==> src/rtl/cla_pkg.sv <==
// ============================================================================
// Module      : cla_pkg
// Description : Shared types for the nibble-serial carry-lookahead sequencer:
//               nibble width, nibble type and sequencer state encoding.
// Revision    : 1.0 - initial release
// ============================================================================
`default_nettype none

package cla_pkg;

  localparam int NIB_W = 4;

  typedef logic [NIB_W-1:0] nibble_t;

  typedef enum logic [1:0] {
    IDLE = 2'd0,
    RUN  = 2'd1,
    DONE = 2'd2
  } seq_state_t;

endpackage

`default_nettype wire

==> src/rtl/cla_nibble_seq.sv <==
// ============================================================================
// Module      : cla_nibble_seq
// Description : Multi-cycle WIDTH-bit adder sequencer. Feeds an external 4-bit
//               CLA stage one operand nibble plus running carry per cycle and
//               collects the sum nibbles and final carry-out.
//               Optional macro CLA_SELFCHECK_EN adds a sticky chk_err output
//               that flags any CLA stage result disagreeing with a local adder.
// Revision    : 1.0 - initial release
// ============================================================================
`default_nettype none

module cla_nibble_seq
  import cla_pkg::*;
#(
  parameter int WIDTH = 16
) (
  input  logic             clk,
  input  logic             rst_n,
  input  logic             in_valid,
  output logic             in_ready,
  input  logic [WIDTH-1:0] in_a,
  input  logic [WIDTH-1:0] in_b,
  input  logic             in_cin,
  output nibble_t          cla_a,
  output nibble_t          cla_b,
  output logic             cla_cin,
  input  nibble_t          cla_sum,
  input  logic             cla_cout,
  output logic             out_valid,
  input  logic             out_ready,
  output logic [WIDTH-1:0] out_sum,
  output logic             out_cout
`ifdef CLA_SELFCHECK_EN
  ,
  output logic             chk_err
`endif
);

  localparam int NIBBLES = WIDTH / NIB_W;
  // At least one index bit even for a single-nibble adder.
  localparam int IDX_W   = (NIBBLES > 1) ? $clog2(NIBBLES) : 1;
  localparam logic [IDX_W-1:0] c_LAST_IDX = IDX_W'(NIBBLES - 1);

  seq_state_t       r_state;
  logic [IDX_W-1:0] r_idx;
  logic             r_carry;
  logic [WIDTH-1:0] r_a;
  logic [WIDTH-1:0] r_b;
  logic [WIDTH-1:0] r_sum;

  // Bit offset of the active nibble: idx * 4.
  logic [IDX_W+1:0] w_base;
  assign w_base = {r_idx, 2'b00};

  // Drive the CLA stage only while running; handshake flags follow the state.
  always_comb begin
    cla_a     = '0;
    cla_b     = '0;
    cla_cin   = 1'b0;
    in_ready  = (r_state == IDLE);
    out_valid = (r_state == DONE);
    out_sum   = '0;
    out_cout  = 1'b0;
    if (r_state == RUN) begin
      cla_a   = r_a[w_base +: NIB_W];
      cla_b   = r_b[w_base +: NIB_W];
      cla_cin = r_carry;
    end
    if (r_state == DONE) begin
      out_sum  = r_sum;
      out_cout = r_carry;
    end
  end

  // Sequencer: accept operands, collect one nibble per RUN cycle, hold result.
  always_ff @(posedge clk) begin
    if (!rst_n) begin
      r_state <= IDLE;
      r_idx   <= '0;
      r_carry <= 1'b0;
      r_a     <= '0;
      r_b     <= '0;
      r_sum   <= '0;
    end else begin
      case (r_state)
        IDLE: begin
          if (in_valid) begin
            r_a     <= in_a;
            r_b     <= in_b;
            r_carry <= in_cin;
            r_idx   <= '0;
            r_state <= RUN;
          end
        end
        RUN: begin
          r_sum[w_base +: NIB_W] <= cla_sum;
          r_carry                <= cla_cout;
          if (r_idx == c_LAST_IDX) begin
            r_state <= DONE;
          end else begin
            r_idx <= r_idx + 1'b1;
          end
        end
        DONE: begin
          if (out_ready) begin
            r_state <= IDLE;
          end
        end
        default: r_state <= IDLE;
      endcase
    end
  end

`ifdef CLA_SELFCHECK_EN
  logic [NIB_W:0] w_ref_sum;
  assign w_ref_sum = {1'b0, cla_a} + {1'b0, cla_b} + {{NIB_W{1'b0}}, cla_cin};

  // Sticky flag: any RUN cycle where the CLA stage disagrees with the reference.
  always_ff @(posedge clk) begin
    if (!rst_n) begin
      chk_err <= 1'b0;
    end else if ((r_state == RUN) && ({cla_cout, cla_sum} != w_ref_sum)) begin
      chk_err <= 1'b1;
    end
  end
`endif

endmodule

`default_nettype wire

==> config.mk <==
export PLATFORM = sky130hd
export DESIGN_NAME = cla_nibble_seq
export DESIGN_NICKNAME = d
export VERILOG_FILES = /design/src/rtl/cla_pkg.sv /design/src/rtl/cla_nibble_seq.sv
export SDC_FILE = /design/constraint.sdc
export NUM_CORES = 1
export LEC_CHECK = 0
export CAP_MARGIN = 10
export CORE_ASPECT_RATIO = 0.6
export CORE_MARGIN = 5
export CORE_UTILIZATION = 55
export CTS_CLUSTER_DIAMETER = 200
export DETAILED_ROUTE_END_ITERATION = 8
export DONT_BUFFER_PORTS = 1
export GPL_TIMING_DRIVEN = 1
export PLACE_DENSITY = 0.7
export RECOVER_POWER = 50
export SLEW_MARGIN = 0
export SYNTH_ARGS = -nofsm -noshare
export SYNTH_HDL_FRONTEND = slang
export SYNTH_SLANG_ARGS = --single-unit
==> constraint.sdc <==
create_clock -name clk -period 2.6 [get_ports clk]
set_input_delay 0.13 -clock clk [delete_from_list [all_inputs] [get_ports clk]]
set_output_delay 0.13 -clock clk [all_outputs]
set_load 0.01 [all_outputs]
==> results of run 1 <==
==> kinds of logic (layout without fill, tap and decap cells) <==
kind of cell	after synthesis	count (layout)	synth area share, %
AO/OA/AOI/OAI	53	53	15.0
adder cells (fa/ha/maj)	5	5	2.46
buffers and inverters	24	58	5.11
flip-flops	53	53	41.7
multiplexers	9	9	8.64
AND/OR/NAND/NOR	140	140	27.2
==> area by class of cell <==
cell class	count	area [um^2]	share of cell area, %
multi-input cells	207	1360	44.4
flip-flops and latches	53	1060	34.8
repair buffers	47	460	15.1
well taps	63	78.8	2.58
clock buffers	7	76.3	2.50
inverters	3	11.3	0.369
clock inverters	1	7.51	0.246
==> critical path, cell delays in order, from the launching register on <==
cell and delay, ns:
dfxtp_1 0.34, clkbuf_1 0.64, mux4_1 0.64, and2_1 0.21
==> Yosys cell counts (all sizes together), types with 2 or more instances <==
library cell  instances
o21ai                 3
buf                  12
a31o                  4
clkbuf                9
mux4                  8
and3                  4
nor3                  2
inv                   3
nor2b                 3
and2                 27
nor2                  3
dfxtp                53
ha                    5
nor3b                 2
a21boi               32
nand2                88
and3b                 3
o22ai                12
==> registers in the layout (all words and copies together) (netlist names) <==
register  count
r_sum        16
r_a          16
r_idx         2
r_carry       1
r_b          16
r_state       2
==> power groups by stage <==
| stage | Combinational (mW) | Clock [mW] | Sequential [mW] |
|---|---|---|---|
| floorplan | 0.143 | 0 | 0.880 |
| global placement | 0.151 | 0 | 0.884 |
| detailed placement | 0.154 | 0 | 0.885 |
| CTS | 0.214 | 0.462 | 0.866 |
| global route | 0.240 | 0.502 | 0.871 |
| finish | 0.216 | 0.458 | 0.867 |
==> routing by layer <==
| layer | share of wire [%] | up-vias | wire [um] | track usage [%] |
|---|---|---|---|---|
| met5 | 0 | - | 0 | 0 |
| met4 | 1.2 | 0 | 74 | 5.53 |
| met3 | 8.0 | 6 | 473 | 8.70 |
| met2 | 43 | 64 | 2550 | 28.6 |
| met1 | 48 | 945 | 2840 | 26.7 |
| li1 | - | 1026 | - | - |
==> per-stage QoR <==
step	setup slack (ns)	util, %	std cells	power, mW
final	0.329	67.6	381	1.54
after global routing	0.207	67.6	381	1.61
after CTS	0.493	67.3	379	1.54
after detailed placement	0.895	56.3	331	1.04
after global placement	0.968	56.3	331	1.04
after floorplan	0.783	-	284	1.02
==> worst paths after layout <==
| path | from | endpoint | slack [ns] | cells past startpoint |
|---|---|---|---|---|
| hold reg to reg | r_b[7] | r_b[7] | 0.46 | 2 |
| hold / removal | cla_sum[2] | r_sum[2] | 0.01 | 2 |
| setup reg to reg | r_state[1] | r_b[2] | 0.49 | 4 |
| setup / recovery | r_idx[0] | cla_b[3] | 0.33 | 3 |
==> timing repair <==
| item | in CTS | in global routing |
|---|---|---|
| setup buffers | 0 | 0 |
| hold buffers | 40 | 2 |
| endpoints found under the hold margin | 53 | 2 |
==> flow_summary.toml, run 1 <==
[timing]
tightest_slew_ns = 0.845
tns_ns = 0
finalSetupViolCount = 0
fmax_mhz = 440
final.period_utilization_pct = 87.3
final_max_slew_viol_count = 0
holdWs_ns = 0.0117
rsz0062_at_grt = "false"
period_minus_slack_ns = 2.27
finalHoldViolCount = 0
relSlewSlack_pct = 43.7
skew_ns = 0.0136

[logic_synthesis]
synthCells = 284
synth_edf_count = 0
synth_fp_nets = 331
yosysSeqAreaShare_pct = 41.7
yosysWarnings = 0
async_flop_share_pct = 0
synth.distinct_cells = 32
syn_area_per_cell_um2 = 8.97
synth_top_area_share_pct = 41.7
synth_area_um2 = 2550
synth.area.top_cells = "dfxtp_1 (42%), nand2_1 (13%), mux4_1 (8.3%), a21boi_0 (8.0%), and2_1 (6.6%)"
yosys_most_used_dff = "dfxtp_1"
synth_area_leader_cell = "dfxtp_1"
synth-seq-cells = 53

[placed_design]
place_congestion = 0.726
port_buffers = 0
dp_hpwl_um = 3810
dpl-instance-area_um2 = 2540

[floorplanning]
die_area_um2 = 6140
die_y_um = 62.7
die_w_um = 97.9
core_um2 = 4520
initial_core_util_pct = 56.4
ioPinCount = 70
fp-row-count = 19

[min_path]
hp-class = "in -> reg"

[final_layout]
nets = 364
antenna_cells = 0
fillers = 378
drive_gt1_share_pct = 5.66
syn_to_final_growth_pct = 19.8
final_common_cell = "nand2_1"
final_cell_mix = "nand2_1 (88), dfxtp_1 (53), dlygate4sd3_1 (41)"
stdcell_area_um2 = 3050

[worst_setup_path]
worst_setup_path_end_kind = "primary output"
cp_max_fo = 14
critical_path_required_ns = 2.47
worstPathArrival_ns = 2.14
critical_path_class = "reg -> out"
worst_setup_path_start_kind = "flop"

[power_and_ir_drop]
combPwrFrac_pct = 14.0
p_int_mw = 1.15
p_leak_nw = 1.17
seq_power_share_pct = 56.2
powerDensity_nw_per_um2 = 505
p_sw_mw = 0.394
ir_drop_mv = 0.360
sw_frac_of_total_pct = 25.6
clockPowerShare_pct = 29.7

[grt]
grtUsageTotal_pct = 19.7
antenna_found_initial = 0
grt_max_degree = 48
grt_pass1_wl_um = 9740
grt_pass1_vias = 1983
grt_overflow_total = 0

[cts]
clk_pin_slew_worst_paths_ns = 0.10
cts_made_buffers = 5
htreeDepth = 2
max-clock-path-buffers = 2
cts_resized = 0
ctsRootBufferMaster = "clkbuf_8"
clkSinkCount = 53
clk_latency_ns = 0.31
cts_tree = "built"

[routing]
vias = 2041
drt_first_pass_iters = 4
drt-total-wl_um = 5940
drt_iter0_drc = 120
drc_errors = 0
drt.antenna.violating_nets = 0
viasPerCell = 5.36
wire_per_inst_um = 15.6

[job]
drv_cap = 0

[status]
run_status = "completed"
Note: power is estimated with default switching activity, not from simulation.
==> inputs of run 2 (changes only) <==
- BUFFER_PORTS_ARGS: unset -> -buffer_cell sky130_fd_sc_hd__clkbuf_2
- CORE_UTILIZATION: 55 -> 52
- DONT_BUFFER_PORTS: 1 -> unset
- PLACE_DENSITY: 0.7 -> 0.79
==> run 2 against run 1 <==
Net effect: core utilization down 3.6 points; setup slack better by 0.22 ns; highest routed layer unchanged; clock skew down 0.0019 ns; register-to-register slack better by 0.11 ns; sequential share of layout area up 0.85 points; global-route usage down 2.6 points; combinational power down 8%; largest power group unchanged; die area up 5.0%; final cell count up 7.1%; first-iteration DRC count down 2.5%.
==> flow_summary.toml, run 2 (synthesis results as in run 1) <==
[placed_design]
port_buffers = 69
place_congestion = 0.768
dp.cells = 400
dpl-instance-area_um2 = 2890
dp_slack_ns = 0.843
dp_hpwl_um = 4080

[worst_setup_path]
critical_path_class = "reg -> out"
reg2reg_to = "r_idx[0]"
worst_setup_path_end_kind = "primary output"
worstPathArrival_ns = 1.92
reg2reg_depth = 3
worst_setup_path_start_kind = "flop"
cp_max_fo = 12
r2r_start = "r_state[0]"
critical_path_required_ns = 2.47
regToRegSetupSlack_ns = 0.60

[timing]
fmax_mhz = 488
period_minus_slack_ns = 2.05
rsz0062_at_grt = "false"
finalSetupViolCount = 0
skew_ns = 0.0117
final_max_slew_viol_count = 0
finalHoldViolCount = 0
relSlewSlack_pct = 27.5
holdWs_ns = 0.0292
fin_ws_ns = 0.549
final.period_utilization_pct = 78.9
tightest_slew_ns = 1.09
tns_ns = 0

[floorplanning]
die_y_um = 64.2
initial_core_util_pct = 54.7
core_um2 = 4660
ioPinCount = 70
die_w_um = 100
fp-row-count = 19
die_area_um2 = 6440

[power_and_ir_drop]
ir_drop_mv = 0.400
p_leak_nw = 1.30
powerDensity_nw_per_um2 = 526
power_mw = 1.57

[routing]
drt.antenna.violating_nets = 0
drt_iter0_drc = 117
drt-total-wl_um = 5550
drt_first_pass_iters = 4
viasPerCell = 5.14
vias = 2096
wire_per_inst_um = 13.6
drc_errors = 0

[final_layout]
nets = 391
utilization_pct = 63.9
largest_registers = "r_a (16), r_b (16), r_sum (16)"
final_common_cell = "nand2_1"
final_cell_mix = "nand2_1 (88), clkbuf_2 (68), dfxtp_1 (53)"
drive_gt1_share_pct = 24.9
antenna_cells = 0
final_cells = 408
stdcell_area_um2 = 2980
syn_to_final_growth_pct = 16.9

[grt]
grt_max_degree = 36
grt_overflow_total = 0
grtUsageTotal_pct = 17.2
grt_pass1_wl_um = 8960
grt_pass1_vias = 1932
antenna_found_initial = 0

[cts]
clk_latency_ns = 0.31
clk_pin_slew_worst_paths_ns = 0.11
cts_tree = "built"
cts_resized = 0
cts_setup_buffers = 0
max-clock-path-buffers = 2
cts_made_buffers = 5
ctsRootBufferMaster = "clkbuf_8"
htreeDepth = 2
clkSinkCount = 53
holdBufCountCts = 0

[min_path]
min_to = "r_a[0]"
hp-class = "in -> reg"
hold_path_depth = 3
min_from = "in_a[0]"

[job]
drv_cap = 0

[status]
run_status = "completed"
## run 2: changes by cell type in the layout (fill, tap and decap cells not counted), sizes merged
cell,delta
clkbuf,+66
inv,+3
clkinvlp,-1
dlygate4sd3,-41
## run 2: area by class of cell
type	count	area [um^2]
fillers	418	1680
multi-input cells	207	1350
flip-flops and latches	53	1060
repair buffers	74	378
well taps	63	78.8
clock buffers	5	68.8
clock inverters	3	28.8
inverters	3	11.3
## run 2: worst max-delay path by stage
stage,cells past startpoint,startpoint,slack (ns),endpoint
6_report,3,r_state[0],0.55,cla_b[1]
5_1_grt,3,r_state[0],0.36,r_idx[1]
4_1_cts,3,r_state[0],0.51,cla_b[1]
3_5_place_dp,3,r_state[0],0.84,r_sum[4]
3_3_place_gp,3,r_state[0],0.90,r_sum[7]
2_1_floorplan,6,r_idx[1],0.78,r_sum[10]
## run 2: report_power, final
group          internal, mW  switching (mW)
combinational        0.0891           0.110
sequential            0.848          0.0199
clock                 0.204           0.296
total                  1.14           0.426
## run 2: layer usage
metal | vias up | global-route usage [%] | wire length (um) | share of wire [%]
met5 | - | 0 | 0 | 0
met4 | 0 | 4.37 | 34 | 0.61
met3 | 4 | 5.00 | 445 | 8.0
met2 | 62 | 23.7 | 2320 | 42
met1 | 947 | 26.0 | 2750 | 49
li1 | 1083 | - | - | -
## run 2: worst max-delay path, stage by stage, from the launching register on
cell and delay [ns]:
dfxtp_1 0.56, nor2b_1 0.69, and2_1 0.24, clkbuf_2 0.13
==> inputs of run 3 (changes only) <==
- CORE_UTILIZATION: 52 -> 47
- PLACE_DENSITY: 0.79 -> 0.76
- clock period: 2.6 -> 1.7 ns (I/O delays scaled with it)
==> run 3 against run 2 <==
Net effect: routed wire length is 7.3% higher; final cell count up 3.7%; register-to-register slack got worse by 0.51 ns; critical path depth increased by 1; via count increased by 4.2%; critical path type unchanged; highest routed layer unchanged.
==> flow_summary.toml, run 3 (synthesis results as in run 1) <==
[status]
run_status = "completed"

[grt]
antenna_found_initial = 0
grt_overflow_total = 0
grt_pass1_wl_um = 9710
grt_max_degree = 59
grt_pass1_vias = 1977
grtUsageTotal_pct = 17.4

[power_and_ir_drop]
power_mw = 2.39
p_sw_mw = 0.588
p_leak_nw = 1.34
clockPowerShare_pct = 29.1
combPwrFrac_pct = 15.4
ir_drop_mv = 0.420
powerDensity_nw_per_um2 = 762
p_int_mw = 1.80
seq_power_share_pct = 55.5
sw_frac_of_total_pct = 24.6

[placed_design]
place_congestion = 0.801
dpl-instance-area_um2 = 2970
dp.cells = 410
port_buffers = 69
dp_hpwl_um = 4420
dp_slack_ns = 0.123

[floorplanning]
die_area_um2 = 7040
ioPinCount = 70
die_w_um = 105
fp-row-count = 20
initial_core_util_pct = 49.4
die_y_um = 67.0
core_um2 = 5150

[cts]
cts_tree = "built"
clk_pin_slew_worst_paths_ns = 0.09
ctsRootBufferMaster = "clkbuf_8"
clk_latency_ns = 0.30
htreeDepth = 2
max-clock-path-buffers = 2
cts_made_buffers = 5
clkSinkCount = 53

[worst_setup_path]
critical_path_class = "reg -> out"
worstPathArrival_ns = 1.58
crit_chain = "buf_8 > mux4_2 > and2_4 > buf_6"
worst_setup_path_end_kind = "primary output"
critical_path_required_ns = 1.62
crit_family = "multiplexers"
worst_setup_path_start_kind = "flop"
cp_slowest_cell = "mux4_2"
critPathBufInv = 2
cp_max_fo = 6
max_stage_delay_ns = 0.49

[timing]
final.period_utilization_pct = 97.7
finalHoldViolCount = 0
fmax_mhz = 602
final_max_slew_viol_count = 0
tns_ns = 0
tightest_slew_ns = 0.415
finalSetupViolCount = 0
rsz0062_at_grt = "true"
period_minus_slack_ns = 1.66
skew_ns = 0.00441
holdWs_ns = 0.00312
fin_ws_ns = 0.0390
relSlewSlack_pct = 72.3

[routing]
vias = 2185
wire_per_inst_um = 14.1
drt_iter0_drc = 99
viasPerCell = 5.17
drt-total-wl_um = 5960
drc_errors = 0
drt.antenna.violating_nets = 0
drt_first_pass_iters = 4

[final_layout]
final_common_cell = "nand2_1"
stdcell_area_um2 = 3140
syn_to_final_growth_pct = 23.1
final_cell_mix = "nand2_1 (87), clkbuf_2 (63), dfxtp_1 (52)"
final_cells = 423
largest_registers = "r_a (16), r_b (16), r_sum (16)"
antenna_cells = 0
utilization_pct = 60.8
multi_input_area_um2 = 1360
fillers = 460
regArea_um2 = 1060
nets = 404
drive_gt1_share_pct = 32.5

[job]
drv_cap = 0

[min_path]
hp-class = "in -> reg"
==> run 3: worst register-to-register path, delay by kind of cell, from the launching register on <==
family          cells  cell delay (ns)
simple gates        2             0.45
flops               1             0.31
buf+inv             2             0.60
compound gates      1             0.18
==> run 3: final timing paths <==
path                                 start        to  slack, ns  cells after the start
worst min register to register     r_a[11]   r_a[11]       0.46                      2
worst max register to register  r_state[1]    r_b[8]       0.09                      5
worst max-delay path              r_idx[0]  cla_a[1]       0.04                      4
worst min-delay path               in_a[7]    r_a[7]      0.003                      3
==> run 3: area by class of cell <==
type                            instances  share of cell area (%)
Multi-Input combinational cell        207                    43.2
Sequential cell                        53                    34.0
Timing Repair Buffer                   87                    17.1
Clock buffer                            7                    2.75
Tap cell                               66                    2.63
Inverter                                3                   0.359
==> run 3: layer usage <==
layer / track usage (%) / routed length (um) / vias to the layer above
li1: - / - / 1102
met1: 25.8 / 2920 / 997
met2: 22.7 / 2390 / 81
met3: 6.10 / 584 / 5
met4: 5.74 / 61 / 0
met5: 0 / 0 / -
==> run 3: what timing repair did <==
item	in CTS	in global routing
resized for setup	9	25
pin swaps	1	5
setup endpoints to repair	8	14
hold endpoints to repair	3	1
gates cloned	0	0
setup buffers	2	0
hold buffers	3	1
==> run 3: power groups by stage <==
stage | logic, mW | registers, mW | clock network (mW)
finish | 0.369 | 1.33 | 0.694
global route | 0.412 | 1.33 | 0.772
CTS | 0.359 | 1.32 | 0.717
detailed placement | 0.339 | 1.35 | 0
global placement | 0.333 | 1.35 | 0
floorplan | 0.219 | 1.35 | 0
